===== src/rtl/fifo_pkg.sv =====
// rtl/fifo_pkg.sv - shared constants, status struct and helpers for the parametrised FIFO
package fifo_pkg;

    localparam int FIFO_DATA_W_DEF = 16;
    localparam int FIFO_DEPTH_DEF  = 8;

    typedef struct packed {
        logic full;
        logic empty;
        logic almost_full;
        logic almost_empty;
        logic overflow;
        logic underflow;
        logic wr_ack;
    } fifo_status_t;

    function automatic int fifo_addr_w(input int depth);
        return $clog2(depth);
    endfunction

endpackage


===== src/rtl/fifo_mem.sv =====
// rtl/fifo_mem.sv - FIFO storage array; FIFO_FWFT_EN selects a combinational read port,
// otherwise the read port is registered and cleared by rst.
module fifo_mem #(
    parameter int DATA_W = 16,
    parameter int DEPTH  = 8,
    parameter int ADDR_W = 3
) (
    input  logic              clk,
    input  logic              rst,
    input  logic              wr_en,
    input  logic [ADDR_W-1:0] wr_addr,
    input  logic [DATA_W-1:0] wr_data,
    input  logic              rd_en,
    input  logic [ADDR_W-1:0] rd_addr,
    output logic [DATA_W-1:0] rd_data
);

    logic [DATA_W-1:0] mem [DEPTH];

    // Storage is deliberately left uninitialised by reset.
    always_ff @(posedge clk) begin
        if (wr_en) begin
            mem[wr_addr] <= wr_data;
        end
    end

`ifdef FIFO_FWFT_EN
    logic unused_rd_ctrl;
    assign unused_rd_ctrl = ^{rst, rd_en};
    assign rd_data        = mem[rd_addr];
`else
    always_ff @(posedge clk) begin
        if (rst) begin
            rd_data <= '0;
        end else if (rd_en) begin
            rd_data <= mem[rd_addr];
        end
    end
`endif

endmodule


===== src/rtl/sync_fifo_param.sv =====
// rtl/sync_fifo_param.sv - parametrised single-clock FIFO with thresholds, count and flush;
// define FIFO_FWFT_EN for first-word fall-through read data.
module sync_fifo_param
    import fifo_pkg::*;
#(
    parameter int DATA_W    = FIFO_DATA_W_DEF,
    parameter int DEPTH     = FIFO_DEPTH_DEF,
    parameter int AF_THRESH = DEPTH - 1,
    parameter int AE_THRESH = 1
) (
    input  logic                     clk,
    input  logic                     rst,
    input  logic                     flush,
    input  logic [DATA_W-1:0]        data_in,
    input  logic                     wr_en,
    input  logic                     rd_en,
    output logic [DATA_W-1:0]        data_out,
    output logic                     wr_ack,
    output logic                     overflow,
    output logic                     underflow,
    output logic                     full,
    output logic                     empty,
    output logic                     almost_full,
    output logic                     almost_empty,
    output logic [$clog2(DEPTH):0]   count
);

    localparam int ADDR_W = fifo_addr_w(DEPTH);
    localparam int CNT_W  = ADDR_W + 1;

    logic [ADDR_W-1:0] wr_ptr;
    logic [ADDR_W-1:0] rd_ptr;
    logic              wr_accept;
    logic              rd_accept;
    logic [DATA_W-1:0] mem_rd_data;

    // Writes and reads are both suppressed in reset and flush cycles.
    assign wr_accept = wr_en && !full  && !flush && !rst;
    assign rd_accept = rd_en && !empty && !flush && !rst;

    assign full         = (count == CNT_W'(DEPTH));
    assign empty        = (count == '0);
    assign almost_full  = (count >= CNT_W'(AF_THRESH));
    assign almost_empty = (count <= CNT_W'(AE_THRESH));

    always_ff @(posedge clk) begin
        if (rst || flush) begin
            wr_ptr    <= '0;
            rd_ptr    <= '0;
            count     <= '0;
            wr_ack    <= 1'b0;
            overflow  <= 1'b0;
            underflow <= 1'b0;
        end else begin
            wr_ack    <= wr_accept;
            overflow  <= wr_en && full;
            underflow <= rd_en && empty;
            if (wr_accept) begin
                wr_ptr <= wr_ptr + ADDR_W'(1);
            end
            if (rd_accept) begin
                rd_ptr <= rd_ptr + ADDR_W'(1);
            end
            if (wr_accept && !rd_accept) begin
                count <= count + CNT_W'(1);
            end else if (rd_accept && !wr_accept) begin
                count <= count - CNT_W'(1);
            end
        end
    end

    fifo_mem #(
        .DATA_W (DATA_W),
        .DEPTH  (DEPTH),
        .ADDR_W (ADDR_W)
    ) u_mem (
        .clk     (clk),
        .rst     (rst),
        .wr_en   (wr_accept),
        .wr_addr (wr_ptr),
        .wr_data (data_in),
        .rd_en   (rd_accept),
        .rd_addr (rd_ptr),
        .rd_data (mem_rd_data)
    );

`ifdef FIFO_FWFT_EN
    assign data_out = empty ? '0 : mem_rd_data;
`else
    assign data_out = mem_rd_data;
`endif

endmodule


===== config.mk =====
export PLATFORM = sky130hd
export DESIGN_NAME = sync_fifo_param
export DESIGN_NICKNAME = d
export VERILOG_FILES = /design/src/rtl/fifo_pkg.sv /design/src/rtl/fifo_mem.sv /design/src/rtl/sync_fifo_param.sv
export SDC_FILE = /design/constraint.sdc
export NUM_CORES = 1
export LEC_CHECK = 0
export BUFFER_PORTS_ARGS = -buffer_cell sky130_fd_sc_hd__buf_2
export CAP_MARGIN = 40
export CELL_PAD_IN_SITES_DETAIL_PLACEMENT = 1
export CELL_PAD_IN_SITES_GLOBAL_PLACEMENT = 1
export CORE_ASPECT_RATIO = 0.9
export CORE_MARGIN = 2
export CORE_UTILIZATION = 40
export DETAILED_ROUTE_END_ITERATION = 6
export PLACE_DENSITY = 0.62
export SLEW_MARGIN = 20
export SYNTH_ARGS = -nofsm -noshare
export SYNTH_HDL_FRONTEND = slang
export SYNTH_SLANG_ARGS = --single-unit

===== constraint.sdc =====
create_clock -name clk -period 6.2 [get_ports clk]
set_input_delay 0.93 -clock clk [delete_from_list [all_inputs] [get_ports clk]]
set_output_delay 0.93 -clock clk [all_outputs]
set_load 0.02 [all_outputs]

==> impl_metrics.toml, run 1 <==
[placed_design]
dp_slack_ps = 2840
routabilityCongestion = 0.696
port_buffers = 47
dpl-instance-area_um2 = 6620
place_hpwl_um = 7350

[global_routing]
grt_pass1_wl_um = 19300
grt_pass1_vias = 3300
antenna_found_initial = 0
grt_start_max_net_pins = 34
grt.overflow.total = 0
grt_usage_pct = 16.5

[pwr]
switchingPower_uw = 461
p_clk_share_pct = 47.2
p_seq_share_pct = 50.0
switching_share_pct = 20.0
comb_power_share_pct = 2.8
vdd_drop_max_mv = 0.214
p_leak_nw = 2.47
internal-power_mw = 1.84
power_density_nw_per_um2 = 318

[yosys]
ys_top_cells_by_count = "edfxtp_1 (128), dfxtp_1 (29), nor2_1 (21)"
ys_async_sr_fraction_pct = 0
synth.mux.area_fraction_pct = 13.0
synth_compound_gate_area_share_pct = 2.07
synth_top_family_by_area = "multiplexers"
synth-xor-area-share_pct = 0.994
synthFlopType = "edfxtp_1"
yosysSeqAreaShare_pct = 71.8
synth_nets = 351
syn_area_um2 = 6170
synthTopCellsByArea = "edfxtp_1 (62%), dfxtp_1 (9.4%), mux4_1 (6.8%), mux4_2 (5.8%), nor3_2 (1.8%)"
synth-warning-count = 0
ys_ff_latch = 157
synthAdderAreaFrac_pct = 1.42
avgSynthCellArea_um2 = 19.1
synth_top_area_share_pct = 62.3
synth_edf_count = 128
postSynthCellCount = 323
netlist-cell-type-count = 40
yosys.area.top_type = "edfxtp_1"
synth-simple-area-share_pct = 7.51
synth.most_common_cell = "edfxtp_1"

[sta]
post-route-min-period_ps = 2860
period_share_pct = 46.2
rsz0062_at_grt = "false"
maxSlewHeadroom_pct = 57.3
setup_viol = 0
hold_viol = 0
finalSetupTns_ps = 0
clock_skew_ps = 5.72
worst_slew_pin_slew_ps = 641
setup_ws_ps = 3340
fmax_mhz = 349
drv_slew = 0

[job]
cap_violations = 0

[drt]
vias = 3087
wirelength_um = 12400
dr.pass1.iters = 6
ant_nets = 0
drtIter0Drc = 216
drc = 0
post_drt_wl_per_cell_um = 20.8
vias_per_cell = 5.15

[setup_path]
regToRegEndpoint = "count[3]$_SDFFE_PP0P_"
worst_setup_path_start_kind = "primary input"
crit_type = "primary input to register"
r2r_cells = 10
crit_required_ps = 6510
setup.worst_path.end = "count[3]$_SDFFE_PP0P_"
crit_fanout = 19
worst_setup_path_end_kind = "register"
crit_start = "rst"
r2r_setup_slack_ps = 3460
cp.arrival_ps = 3170
r2r-start = "count[0]$_SDFFE_PP0P_"

[status]
status = "finished clean"

[floorplanning]
fp.dieW_um = 135
num_rows = 43
die_h_um = 122
start_util_pct = 40.5
core_area_um2 = 15200
io_pins = 48
die_area_um2 = 16400

[clock_network]
clockBufferDepth = 2
clock-root-buffer = "clkbuf_16"
ctsHoldBuffers = 0
htreeDepth = 4
path_clk_slew_ps = 60
postCtsSetupBuffers = 0
cts_buffers = 17
tritoncts = "built"
cts_resized = 0
cts.sinks = 157
clk_latency_ps = 420

[layout]
utilization_pct = 47.6
layout-drive-gt1-share_pct = 34.3
diodes = 0
num-nets-final = 412
n_fill_cell = 1467
area_growth_pct = 17.5
fin_area_um2 = 7240

[worst_hold_path]
hold_path.class = "register to register"
==> worst max-delay path, stage by stage <==
cell	delay, ps
buf_2	440
nor2_1	190
nand3_1	350
inv_1	180
ha_1	270
or4_1	420
a21oi_1	200
xnor2_1	140
nor2_1	50
==> layout by cell type, fill, tap and decap left out, types with 3 or more instances in the layout <==
| cell | instances |
|---|---|
| clkinvlp_4 | 5 |
| nor3_2 | 14 |
| a21oi_1 | 3 |
| mux4_2 | 16 |
| dfxtp_1 | 27 |
| xnor2_1 | 4 |
| clkbuf_16 | 17 |
| buf_2 | 47 |
| edfxtp_1 | 128 |
| inv_1 | 8 |
| buf_4 | 8 |
| nand3_1 | 3 |
| nor2_2 | 9 |
| ha_1 | 7 |
| nor3_1 | 6 |
| nor2_1 | 21 |
| nand2_1 | 4 |
| o22ai_1 | 16 |
| xor2_1 | 3 |
| mux4_1 | 16 |
| bufinv_16 | 4 |
==> metrics by stage <==
step,hold slack [ps],total power [mW],instances
finish,489,2.30,599
floorplan,496,1.21,323
CTS,495,2.33,599
global route,517,2.37,599
detailed placement,482,1.24,567
global placement,479,1.24,565
==> flip-flops by register name, indices dropped and copies added, names as in the netlist <==
signal and cells:
u_mem.rd_data 16, u_mem.mem 128, count 4, wr_ptr 3, underflow 1, wr_ack 1
rd_ptr 3, overflow 1
==> cell type report <==
cell class              count  area, um2  share of cell area [%]
well taps                 202        253                    3.49
clock inverters            15        196                    2.71
clock buffers              17        425                    5.87
inverters                   8       30.0                   0.415
multi-input cells         143       1570                    21.7
flip-flops and latches    157       4430                    61.1
repair buffers             57        338                    4.66
==> power by group through the flow <==
stage | clock, mW | sequential, mW | combinational [mW]
floorplan | 0 | 1.18 | 0.0332
global placement | 0 | 1.17 | 0.0627
detailed placement | 0 | 1.17 | 0.0654
CTS | 1.11 | 1.15 | 0.0658
global route | 1.15 | 1.15 | 0.0714
finish | 1.09 | 1.15 | 0.0642
==> worst min-delay path by stage <==
stage               slack [ps]                              to  cells after the start                            from
CTS                        490  u_mem.rd_data[12]$_SDFFE_PP0P_                      2  u_mem.rd_data[12]$_SDFFE_PP0P_
detailed placement         480  u_mem.rd_data[12]$_SDFFE_PP0P_                      2  u_mem.rd_data[12]$_SDFFE_PP0P_
floorplan                  500          wr_ptr[1]$_SDFFE_PP0P_                      2          wr_ptr[1]$_SDFFE_PP0P_
global placement           480  u_mem.rd_data[12]$_SDFFE_PP0P_                      2  u_mem.rd_data[12]$_SDFFE_PP0P_
finish                     490  u_mem.rd_data[12]$_SDFFE_PP0P_                      2  u_mem.rd_data[12]$_SDFFE_PP0P_
global route               520  u_mem.rd_data[14]$_SDFFE_PP0P_                      2  u_mem.rd_data[14]$_SDFFE_PP0P_
==> per-layer routing <==
metal / up-vias / wire length, um / GRT usage (%)
li1: 1411 / - / -
met1: 1611 / 5800 / 22.0
met2: 53 / 6080 / 26.2
met3: 12 / 417 / 4.54
met4: 0 / 144 / 5.53
met5: - / 0 / 0
==> kinds of logic after synthesis <==
group | count (synthesis)
flops | 157
simple gates | 74
mux | 34
buf+inv | 23
compound gates | 21
xor+xnor | 7
fa+ha+maj | 7
Power figures use the tool's default switching activity.
==> run 2, diff against run 1 <==
--- a/config.mk
+++ b/config.mk
@@ -5,6 +5,7 @@
 export SDC_FILE = /design/constraint.sdc
 export NUM_CORES = 1
 export LEC_CHECK = 0
+export ABC_AREA = 1
 export BUFFER_PORTS_ARGS = -buffer_cell sky130_fd_sc_hd__buf_2
 export CAP_MARGIN = 40
 export CELL_PAD_IN_SITES_DETAIL_PLACEMENT = 1
@@ -13,7 +14,7 @@
 export CORE_MARGIN = 2
 export CORE_UTILIZATION = 40
 export DETAILED_ROUTE_END_ITERATION = 6
-export PLACE_DENSITY = 0.62
+export PLACE_DENSITY = 0.67
 export SLEW_MARGIN = 20
 export SYNTH_ARGS = -nofsm -noshare
 export SYNTH_HDL_FRONTEND = slang
==> constraint.sdc (replaced) <==
create_clock -name clk -period 2.92 [get_ports clk]
set_input_delay 0.438 -clock clk [delete_from_list [all_inputs] [get_ports clk]]
set_output_delay 0.438 -clock clk [all_outputs]
set_load 0.02 [all_outputs]
==> run 2 against run 1 <==
Effect of this change:
- critical path depth up 1
- synthesized cell count up 100%
- worst setup slack worse by 2600 ps
- count of clock-buffer cells in the layout up 5
- via count up 48%
- sequential share of layout area down 4.1 points
- total power up 100%
- core utilization down 1.2 points
- highest routed layer unchanged
==> impl_metrics.toml, run 2 <==
[placed_design]
routabilityCongestion = 0.798
dp_slack_ps = 746
dp.cells = 900
port_buffers = 47
place_hpwl_um = 10200

[yosys]
synthFlopType = "edfxtp_1"
synth-warning-count = 0
synth.most_common_cell = "nand2_1"
yosys.area.top_type = "edfxtp_1"
syn_area_um2 = 6750
netlist-cell-type-count = 27
ys_ff_latch = 157
synth_nets = 683
yosysSeqAreaShare_pct = 65.6
synth_top_area_share_pct = 57.0
synthTopCellsByArea = "edfxtp_1 (57%), nand2_1 (10%), dfxtp_1 (8.6%), nand3_1 (6.8%), inv_1 (6.1%)"
avgSynthCellArea_um2 = 10.3
ys_async_sr_fraction_pct = 0
postSynthCellCount = 655
synth_edf_count = 128
ys_top_cells_by_count = "nand2_1 (188), edfxtp_1 (128), inv_1 (109)"

[worst_hold_path]
holdPathEnd = "overflow$_SDFF_PP0_"
min-delay-start = "wr_en"
hold_path.class = "primary input to register"
whs_path_depth = 3

[layout]
largest_reg_flops = 128
layout_common_cells = "nand2_1 (188), edfxtp_1 (128), inv_1 (108), nand3_1 (92), buf_2 (47)"
num-nets-final = 736
layout-drive-gt1-share_pct = 17.1
multiInputGateArea_um2 = 1710
final_common_cell = "nand2_1"
register_area_um2 = 4430
diodes = 0
reg_top3 = "u_mem.mem x128, u_mem.rd_data x16, count x4"
n_fill_cell = 1854
top_register = "u_mem.mem"
finalNonFillerCells = 931
area_growth_pct = 14.9

[pwr]
comb_power_share_pct = 3.3
p_leak_nw = 3.29
power_density_nw_per_um2 = 605
switching_share_pct = 20.9
p_seq_share_pct = 52.0
p_clk_share_pct = 44.8
internal-power_mw = 3.71
switchingPower_uw = 981
vdd_drop_max_mv = 0.519

[floorplanning]
num_rows = 45
die_area_um2 = 17900
io_pins = 48
core_area_um2 = 16700
die_h_um = 127
fp.dieW_um = 141
start_util_pct = 40.4

[clock_network]
htreeDepth = 4
cts_buffers = 17
clock-root-buffer = "clkbuf_16"
ctsHoldBuffers = 0
postCtsSetupBuffers = 0
cts_resized = 0
clk_latency_ps = 420
cts.sinks = 157
path_clk_slew_ps = 60
tritoncts = "built"
clockBufferDepth = 2

[sta]
finalSetupTns_ps = 0
worst_slew_pin_slew_ps = 754
setup_viol = 0
drv_slew = 0
clock_skew_ps = 7.86
rsz0062_at_grt = "false"
hold_viol = 0
fmax_mhz = 449
period_share_pct = 76.3
setup_ws_ps = 693
post-route-min-period_ps = 2230
maxSlewHeadroom_pct = 49.7

[drt]
drtIter0Drc = 194
vias_per_cell = 4.89
post_drt_wl_per_cell_um = 17.5
dr.pass1.iters = 5
vias = 4557
drc = 0
ant_nets = 0
wirelength_um = 16300

[global_routing]
grt_pass1_vias = 4820
grt.overflow.total = 0
grt_pass1_wl_um = 26000
antenna_found_initial = 0
grt_usage_pct = 19.4
grt_start_max_net_pins = 67

[setup_path]
crit_required_ps = 3220
worst_setup_path_end_kind = "register"
crit_fanout = 7
worst_setup_path_start_kind = "register"
regToRegEndpoint = "count[2]$_SDFFE_PP0P_"
r2r-start = "count[0]$_SDFFE_PP0P_"
r2r_setup_slack_ps = 690
crit_type = "register to register"
cp.arrival_ps = 2530
r2r_cells = 10

[status]
status = "finished clean"

[job]
cap_violations = 0
[run 2: layout make-up]
| cell class | instances | share of cell area (%) |
|---|---|---|
| clock inverters | 9 | 1.16 |
| repair buffers | 64 | 4.68 |
| flip-flops and latches | 157 | 57.1 |
| well taps | 211 | 3.40 |
| clock buffers | 22 | 6.12 |
| inverters | 113 | 5.47 |
| multi-input cells | 355 | 22.1 |
[run 2: cells by family (layout without fill, tap and decap cells)]
family,Yosys count,after routing,share of synthesized area (%)
and+or+nand+nor,312,312,20.9
AOI/OAI and AO/OA,35,35,3.10
buffers and inverters,143,208,9.07
DFF,157,157,65.6
adders and majority gates,7,7,1.30
xor gates and xnor gates,1,1,0.130
[run 2: worst max path at each step]
stage / to / depth (start not counted) / startpoint / slack, ps
after global placement: count[2]$_SDFFE_PP0P_ / 10 / count[0]$_SDFFE_PP0P_ / 940
after floorplan: u_mem.mem[0][0]$_DFFE_PP_ / 6 / count[0]$_SDFFE_PP0P_ / 460
final: count[2]$_SDFFE_PP0P_ / 10 / count[0]$_SDFFE_PP0P_ / 690
after global routing: count[2]$_SDFFE_PP0P_ / 10 / count[0]$_SDFFE_PP0P_ / 460
after detailed placement: count[2]$_SDFFE_PP0P_ / 10 / count[0]$_SDFFE_PP0P_ / 750
after CTS: count[2]$_SDFFE_PP0P_ / 10 / count[0]$_SDFFE_PP0P_ / 730
[run 2: power by group through the flow]
stage	sequential (mW)	combinational (mW)	clock, mW
floorplan	2.49	0.0771	0
global placement	2.49	0.149	0
detailed placement	2.49	0.157	0
CTS	2.44	0.157	2.15
global route	2.44	0.172	2.23
finish	2.44	0.154	2.10
[run 2: critical path, cell delays in order (launching register included)]
cell and delay [ps]:
dfxtp_1 420, inv_1 120, ha_1 240, nand3_1 160, nand3_2 160, inv_1 130, ha_1 300, a21oi_1 190
o21ai_0 140, o21ai_0 200, a21oi_1 70
[run 2: metrics by stage]
stage          power, mW  hold WS (ps)  area, um2  util [%]
2_1_floorplan       2.57           474       6750         -
3_3_place_gp        2.64           454       7190      43.0
3_5_place_dp        2.64           463       7190      43.0
4_1_cts             4.74           265       7750      46.4
5_1_grt             4.84           286       7750      46.4
6_report            4.69           291       7750      46.4
[run 2: layer usage]
| layer | part of all wire (%) | vias to the layer above | GRT usage (%) | wire length (um) |
|---|---|---|---|---|
| met5 | 0 | - | 0 | 0 |
| met4 | 0.64 | 0 | 5.06 | 104 |
| met3 | 4.0 | 6 | 4.54 | 647 |
| met2 | 50 | 75 | 33.3 | 8120 |
| met1 | 45 | 2257 | 24.8 | 7390 |
| li1 | - | 2219 | - | - |
